===== src/rtl/pwm_pkg.sv =====
// Shared types and defaults for the PWM generator/capture pair.
package pwm_pkg;
  typedef enum logic [1:0] {
    ACQUIRE = 2'd0,
    MEASURE = 2'd1,
    STUCK   = 2'd2
  } pwm_cap_state_t;

  localparam int PWM_LEVEL_W         = 8;
  localparam int PWM_PERIOD_DEFAULT  = 256;
  localparam int PWM_TIMEOUT_DEFAULT = 512;
  localparam int PWM_CNT_W           = 10;
endpackage


===== src/rtl/pwm_capture_sync_2ff.sv =====
// Two-flop synchronizer for a single asynchronous input, synchronous active-high reset.
module sync_2ff (
  input  logic clk_i,
  input  logic rst_i,
  input  logic d_i,
  output logic q_o
);
  logic meta_q;
  logic sync_q;

  always_ff @(posedge clk_i) begin
    if (rst_i) begin
      meta_q <= 1'b0;
      sync_q <= 1'b0;
    end else begin
      meta_q <= d_i;
      sync_q <= meta_q;
    end
  end

  assign q_o = sync_q;
endmodule


===== src/rtl/pwm_capture.sv =====
// Recovers the duty level of an asynchronous PWM line; constant lines are
// reported through a timeout as stuck-low (level 0) or stuck-high (level 255).
module pwm_capture
  import pwm_pkg::*;
#(
  parameter int PERIOD  = PWM_PERIOD_DEFAULT,
  parameter int TIMEOUT = PWM_TIMEOUT_DEFAULT
) (
  input  logic                   clk,
  input  logic                   reset,
  input  logic                   pwm_in,
  output logic [PWM_LEVEL_W-1:0] level,
  output logic                   valid,
  output logic                   period_ok,
  output logic                   stuck
);
  typedef logic [PWM_CNT_W-1:0] cnt_t;

  localparam cnt_t PERIOD_C  = cnt_t'(PERIOD);
  localparam cnt_t TIMEOUT_C = cnt_t'(TIMEOUT);

  function automatic cnt_t sat_inc(input cnt_t v, input logic en);
    if (en && (v != '1)) return v + cnt_t'(1);
    return v;
  endfunction

  function automatic logic [PWM_LEVEL_W-1:0] sat_level(input cnt_t v);
    if (v > cnt_t'(255)) return '1;
    return v[PWM_LEVEL_W-1:0];
  endfunction

  pwm_cap_state_t         state_q;
  cnt_t                   period_cnt_q, period_cnt_d;
  cnt_t                   high_cnt_q, high_cnt_d;
  logic                   pwm_s;
  logic                   pwm_d_q;
  logic                   rise;
  logic                   timeout;
  logic [PWM_LEVEL_W-1:0] level_q;
  logic                   valid_q;
  logic                   period_ok_q;
  logic                   stuck_q;

  sync_2ff u_sync (
    .clk_i (clk),
    .rst_i (reset),
    .d_i   (pwm_in),
    .q_o   (pwm_s)
  );

  assign rise    = pwm_s & ~pwm_d_q;
  assign timeout = (period_cnt_q == TIMEOUT_C) && !rise;

  // A rise always restarts the frame; a timeout restarts from zero so the
  // next timeout lands TIMEOUT+1 cycles later.
  always_comb begin
    period_cnt_d = sat_inc(period_cnt_q, 1'b1);
    high_cnt_d   = sat_inc(high_cnt_q, (state_q == MEASURE) && pwm_s);
    if (rise) begin
      period_cnt_d = cnt_t'(1);
      high_cnt_d   = cnt_t'(1);
    end else if (timeout) begin
      period_cnt_d = '0;
      high_cnt_d   = '0;
    end
  end

  always_ff @(posedge clk) begin
    if (reset) begin
      state_q      <= ACQUIRE;
      period_cnt_q <= '0;
      high_cnt_q   <= '0;
      pwm_d_q      <= 1'b0;
      level_q      <= '0;
      valid_q      <= 1'b0;
      period_ok_q  <= 1'b0;
      stuck_q      <= 1'b0;
    end else begin
      pwm_d_q      <= pwm_s;
      period_cnt_q <= period_cnt_d;
      high_cnt_q   <= high_cnt_d;
      valid_q      <= 1'b0;
      if (rise) begin
        state_q <= MEASURE;
        // Only a rise that closes a full frame yields a result.
        if (state_q == MEASURE) begin
          level_q     <= sat_level(high_cnt_q);
          period_ok_q <= (period_cnt_q == PERIOD_C);
          stuck_q     <= 1'b0;
          valid_q     <= 1'b1;
        end
      end else if (timeout) begin
        state_q     <= STUCK;
        level_q     <= pwm_s ? '1 : '0;
        period_ok_q <= 1'b0;
        stuck_q     <= 1'b1;
        valid_q     <= 1'b1;
      end
    end
  end

  assign level     = level_q;
  assign valid     = valid_q;
  assign period_ok = period_ok_q;
  assign stuck     = stuck_q;
endmodule


===== config.mk =====
export PLATFORM = sky130hd
export DESIGN_NAME = pwm_capture
export DESIGN_NICKNAME = d
export VERILOG_FILES = /design/src/rtl/pwm_pkg.sv /design/src/rtl/pwm_capture_sync_2ff.sv /design/src/rtl/pwm_capture.sv
export SDC_FILE = /design/constraint.sdc
export NUM_CORES = 1
export LEC_CHECK = 0
export ABC_AREA = 1
export ABC_CLOCK_PERIOD_IN_PS = 1900
export CAP_MARGIN = 10
export CORE_UTILIZATION = 50
export DETAILED_ROUTE_END_ITERATION = 10
export GPL_ROUTABILITY_DRIVEN = 0
export PLACE_DENSITY = 0.78
export REMOVE_ABC_BUFFERS = 1
export SLEW_MARGIN = 20
export SYNTH_ARGS = -nofsm -noshare
export SYNTH_HDL_FRONTEND = slang
export SYNTH_SLANG_ARGS = --single-unit
export TNS_END_PERCENT = 10

===== constraint.sdc =====
create_clock -name clk -period 1.9 [get_ports clk]
set_clock_uncertainty 0.15 [all_clocks]
set_input_delay 0.38 -clock clk [delete_from_list [all_inputs] [get_ports clk]]
set_output_delay 0.38 -clock clk [all_outputs]
set_load 0.02 [all_outputs]

==> flow_summary.ini <==
[outcome]
status = finished clean

[die]
coreArea_um2 = 3360
die-area_um2 = 3770
rows = 21
io_pins = 14
fp.dieH_um = 61.4
dieWidth_um = 61.4
start_util_pct = 52.4

[critical_path]
crit_type = register to output port
cp_cell_sequence = clkdlybuf4s50_1
cp_top_family = buffers and inverters
endpoint = level[1]
rr_endpoint = period_cnt_q[3]$_SDFFE_PP0P_
crit_arrival_ns = 1.28
r2r_start = period_cnt_q[1]$_SDFFE_PP0P_
cp_slowest_stage_delay_ns = 0.60
setup.worst_path.start_class = register
reg2regPathDepth = 7
worstSetupEndpointType = output port
path_buf_inv = 1
critPathSlowestCell = clkdlybuf4s50_1
startpoint = level[1]$_SDFFE_PP0P_
rrSetupSlack_ns = 0.24
crit_fanout = 2
cp_num_cells = 1
cp.required_ns = 1.37

[final_layout]
diodes = 0
nNetsFinal = 275
instances_no_fill = 315
drive_gt1_share_pct = 8.55
area_delta_synth_final_pct = 14.6
stdcell_area_um2 = 2020

[global_route]
met2_usage_pct = 36.0
grt_pass1_wl_um = 5890
first_global_vias = 1417
grt_use_total_pct = 21.5
grt-ovfl-total = 0
grt_max_degree = 18
use_met3_pct = 4.83
use_met1_pct = 26.0
grt.busiest_layer = met2
antenna_found_initial = 0

[synthesis]
syn_area_per_cell_um2 = 7.16
synth_top_area_share_pct = 40.9
syn_area_um2 = 1760
synth_cell_types = 28
synthCells = 246
synth_area_leaders = dfxtp_1 41%, nand2_1 14%, a21oi_1 6.3%
yosys_warnings = 0
ys_ff_latch = 36
ys_seq_area_share_pct = 40.9
synth_top_cell_by_area = dfxtp_1

[timing]
hold_viol = 0
worst_slew_pin_slew_ns = 0.471
maxClockFrequency_ghz = 0.551
fin_setup_tns_ns = 0
period_share_pct = 95.5
worst_hold_slack_ns = 0.263
report.final.setup_viol = 0
rsz0062_at_grt = no
slew_headroom_pct = 68.5
layout_setup_ws_ns = 0.0861
slew_violations = 0
min_period_ns = 1.81

[pwr]
powerDensity_nw_per_um2 = 608
ir_drop_v = 0.000569
power_leakage_nw = 0.757

[clocking]
insertion_delay_ns = 0.33
cts_made_buffers = 5
cts.sink_count = 36
cts_setup_buffers = 0
cts_tree = yes
path_clk_slew_ns = 0.11
clockBufferDepth = 2
h-tree-depth = 2
clock-root-buffer = clkbuf_4

[placement]
place_ws_ns = 0.146
placed_area_um2 = 1970
hpwl_um = 2670
portBuffers = 13
placedCellCount = 308

[routing]
drt_iter0_markers = 48
drt_wl_total_um = 3510
vias = 1601
final_antenna_net_count = 0
post-route-drc-count = 0
wl_per_cell_um = 11.1
firstDrtPassIters = 4
viasPerCell = 5.08

[hold_path]
hold_path_class = register to register

[run]
maxCapViolations = 0
-- layer usage --
layer  up-vias  wire, um  part of all wire, %
met1       724      1660                   47
met3         9        91                  2.6
met4         0        77                  2.2
met2        21      1680                   48
li1        847         -                    -
met5         -         0                    0
-- how the worst min path moves through the flow --
| stage | from | end | slack [ns] | cells past startpoint |
|---|---|---|---|---|
| global route | u_sync.meta_q$_SDFF_PP0_ | u_sync.q_o$_SDFF_PP0_ | 0.30 | 2 |
| finish | u_sync.meta_q$_SDFF_PP0_ | u_sync.q_o$_SDFF_PP0_ | 0.26 | 2 |
| floorplan | u_sync.meta_q$_SDFF_PP0_ | u_sync.q_o$_SDFF_PP0_ | 0.24 | 2 |
| CTS | u_sync.meta_q$_SDFF_PP0_ | u_sync.q_o$_SDFF_PP0_ | 0.27 | 2 |
| global placement | u_sync.meta_q$_SDFF_PP0_ | u_sync.q_o$_SDFF_PP0_ | 0.24 | 2 |
| detailed placement | u_sync.meta_q$_SDFF_PP0_ | u_sync.q_o$_SDFF_PP0_ | 0.25 | 2 |
-- state kept, by name (all words and copies together) (netlist names) --
signal and count:
high_cnt_q 10, level 8, period_cnt_q 10, period_ok 1, pwm_d_q 1, state_q 2, stuck 1, u_sync.meta_q 1
u_sync.q_o 1, valid 1
-- placed cells by master, fill, tap and decap left out, types with 2 or more instances in the layout --
master / netlist / layout
nand2_1: 64 / 64
dfxtp_1: 36 / 36
nor2_1: 25 / 25
inv_1: 24 / 24
nand3_1: 22 / 22
a21oi_1: 22 / 22
clkdlybuf4s50_1: 0 / 13
o21ai_0: 8 / 8
a31oi_1: 7 / 7
buf_4: 1 / 7
clkbuf_4: 0 / 5
nor2_4: 3 / 4
xor2_1: 4 / 4
nor3_1: 3 / 3
nand3b_1: 3 / 3
nand4_1: 3 / 3
xnor2_1: 3 / 3
ha_1: 3 / 3
nand2_2: 2 / 2
clkinv_1: 2 / 2
-- report_power, final --
part           internal (W)  total (W)  switching (W)
logic             0.0000313  0.0000805      0.0000492
clock network      0.000136   0.000373       0.000236
registers          0.000765   0.000775      0.0000100
total              0.000932    0.00123       0.000296
-- cell families (layout without fill, tap and decap cells) --
logic type	Yosys count	after routing	share of synthesized area, %
xor gates and xnor gates	7	7	3.48
and+or+nand+nor	129	129	33.4
DFF	36	36	40.9
AOI/OAI and AO/OA	40	40	12.4
adders and majority gates	3	3	2.13
buffers and inverters	31	54	7.74
-- metrics by stage --
stage                     util [%]  total power, W
after floorplan                  -        0.000843
after global placement        58.5        0.000871
after detailed placement      58.5        0.000872
after CTS                     59.9         0.00124
after global routing          60.0         0.00128
final                         60.0         0.00123
-- tightest hold or removal path: cells and delay by family, from the launching register on --
kind / cells / cell delay [ns]
AND/OR/NAND/NOR: 1 / 0.03
buffers and inverters: 1 / 0.04
flip-flops: 1 / 0.31
-- area by class of cell --
cell class | instances | area (um^2)
clock buffer | 6 | 41.3
clock inverter | 1 | 5.00
fill | 338 | 1350
inverter | 27 | 101
multi-input combinational | 179 | 910
sequential | 36 | 721
tap | 46 | 57.6
timing repair buffer | 20 | 183
-- cell usage after synthesis --
library cell,count
o211a_1,1
nor2_2,1
nand3b_1,3
nand3_4,1
nor3_1,3
dfxtp_1,36
xor2_1,4
buf_4,1
a21oi_2,1
buf_2,1
clkinv_1,2
inv_2,1
nand2_1,64
buf_6,2
xnor2_1,3
nor2_1,25
nand2_2,2
a21oi_1,22
o21ai_1,1
nand3_1,22
o21ai_0,8
a31oi_1,7
nand4_1,3
ha_1,3
inv_1,24
nand2_4,1
nor2_4,3
and3_1,1
-- what timing repair did --
| item | CTS | global route |
|---|---|---|
| setup endpoints to repair | 0 | 4 |
| hold buffers | 0 | 0 |
| resized for setup | 0 | 1 |
(Power assumes the default switching activity.)
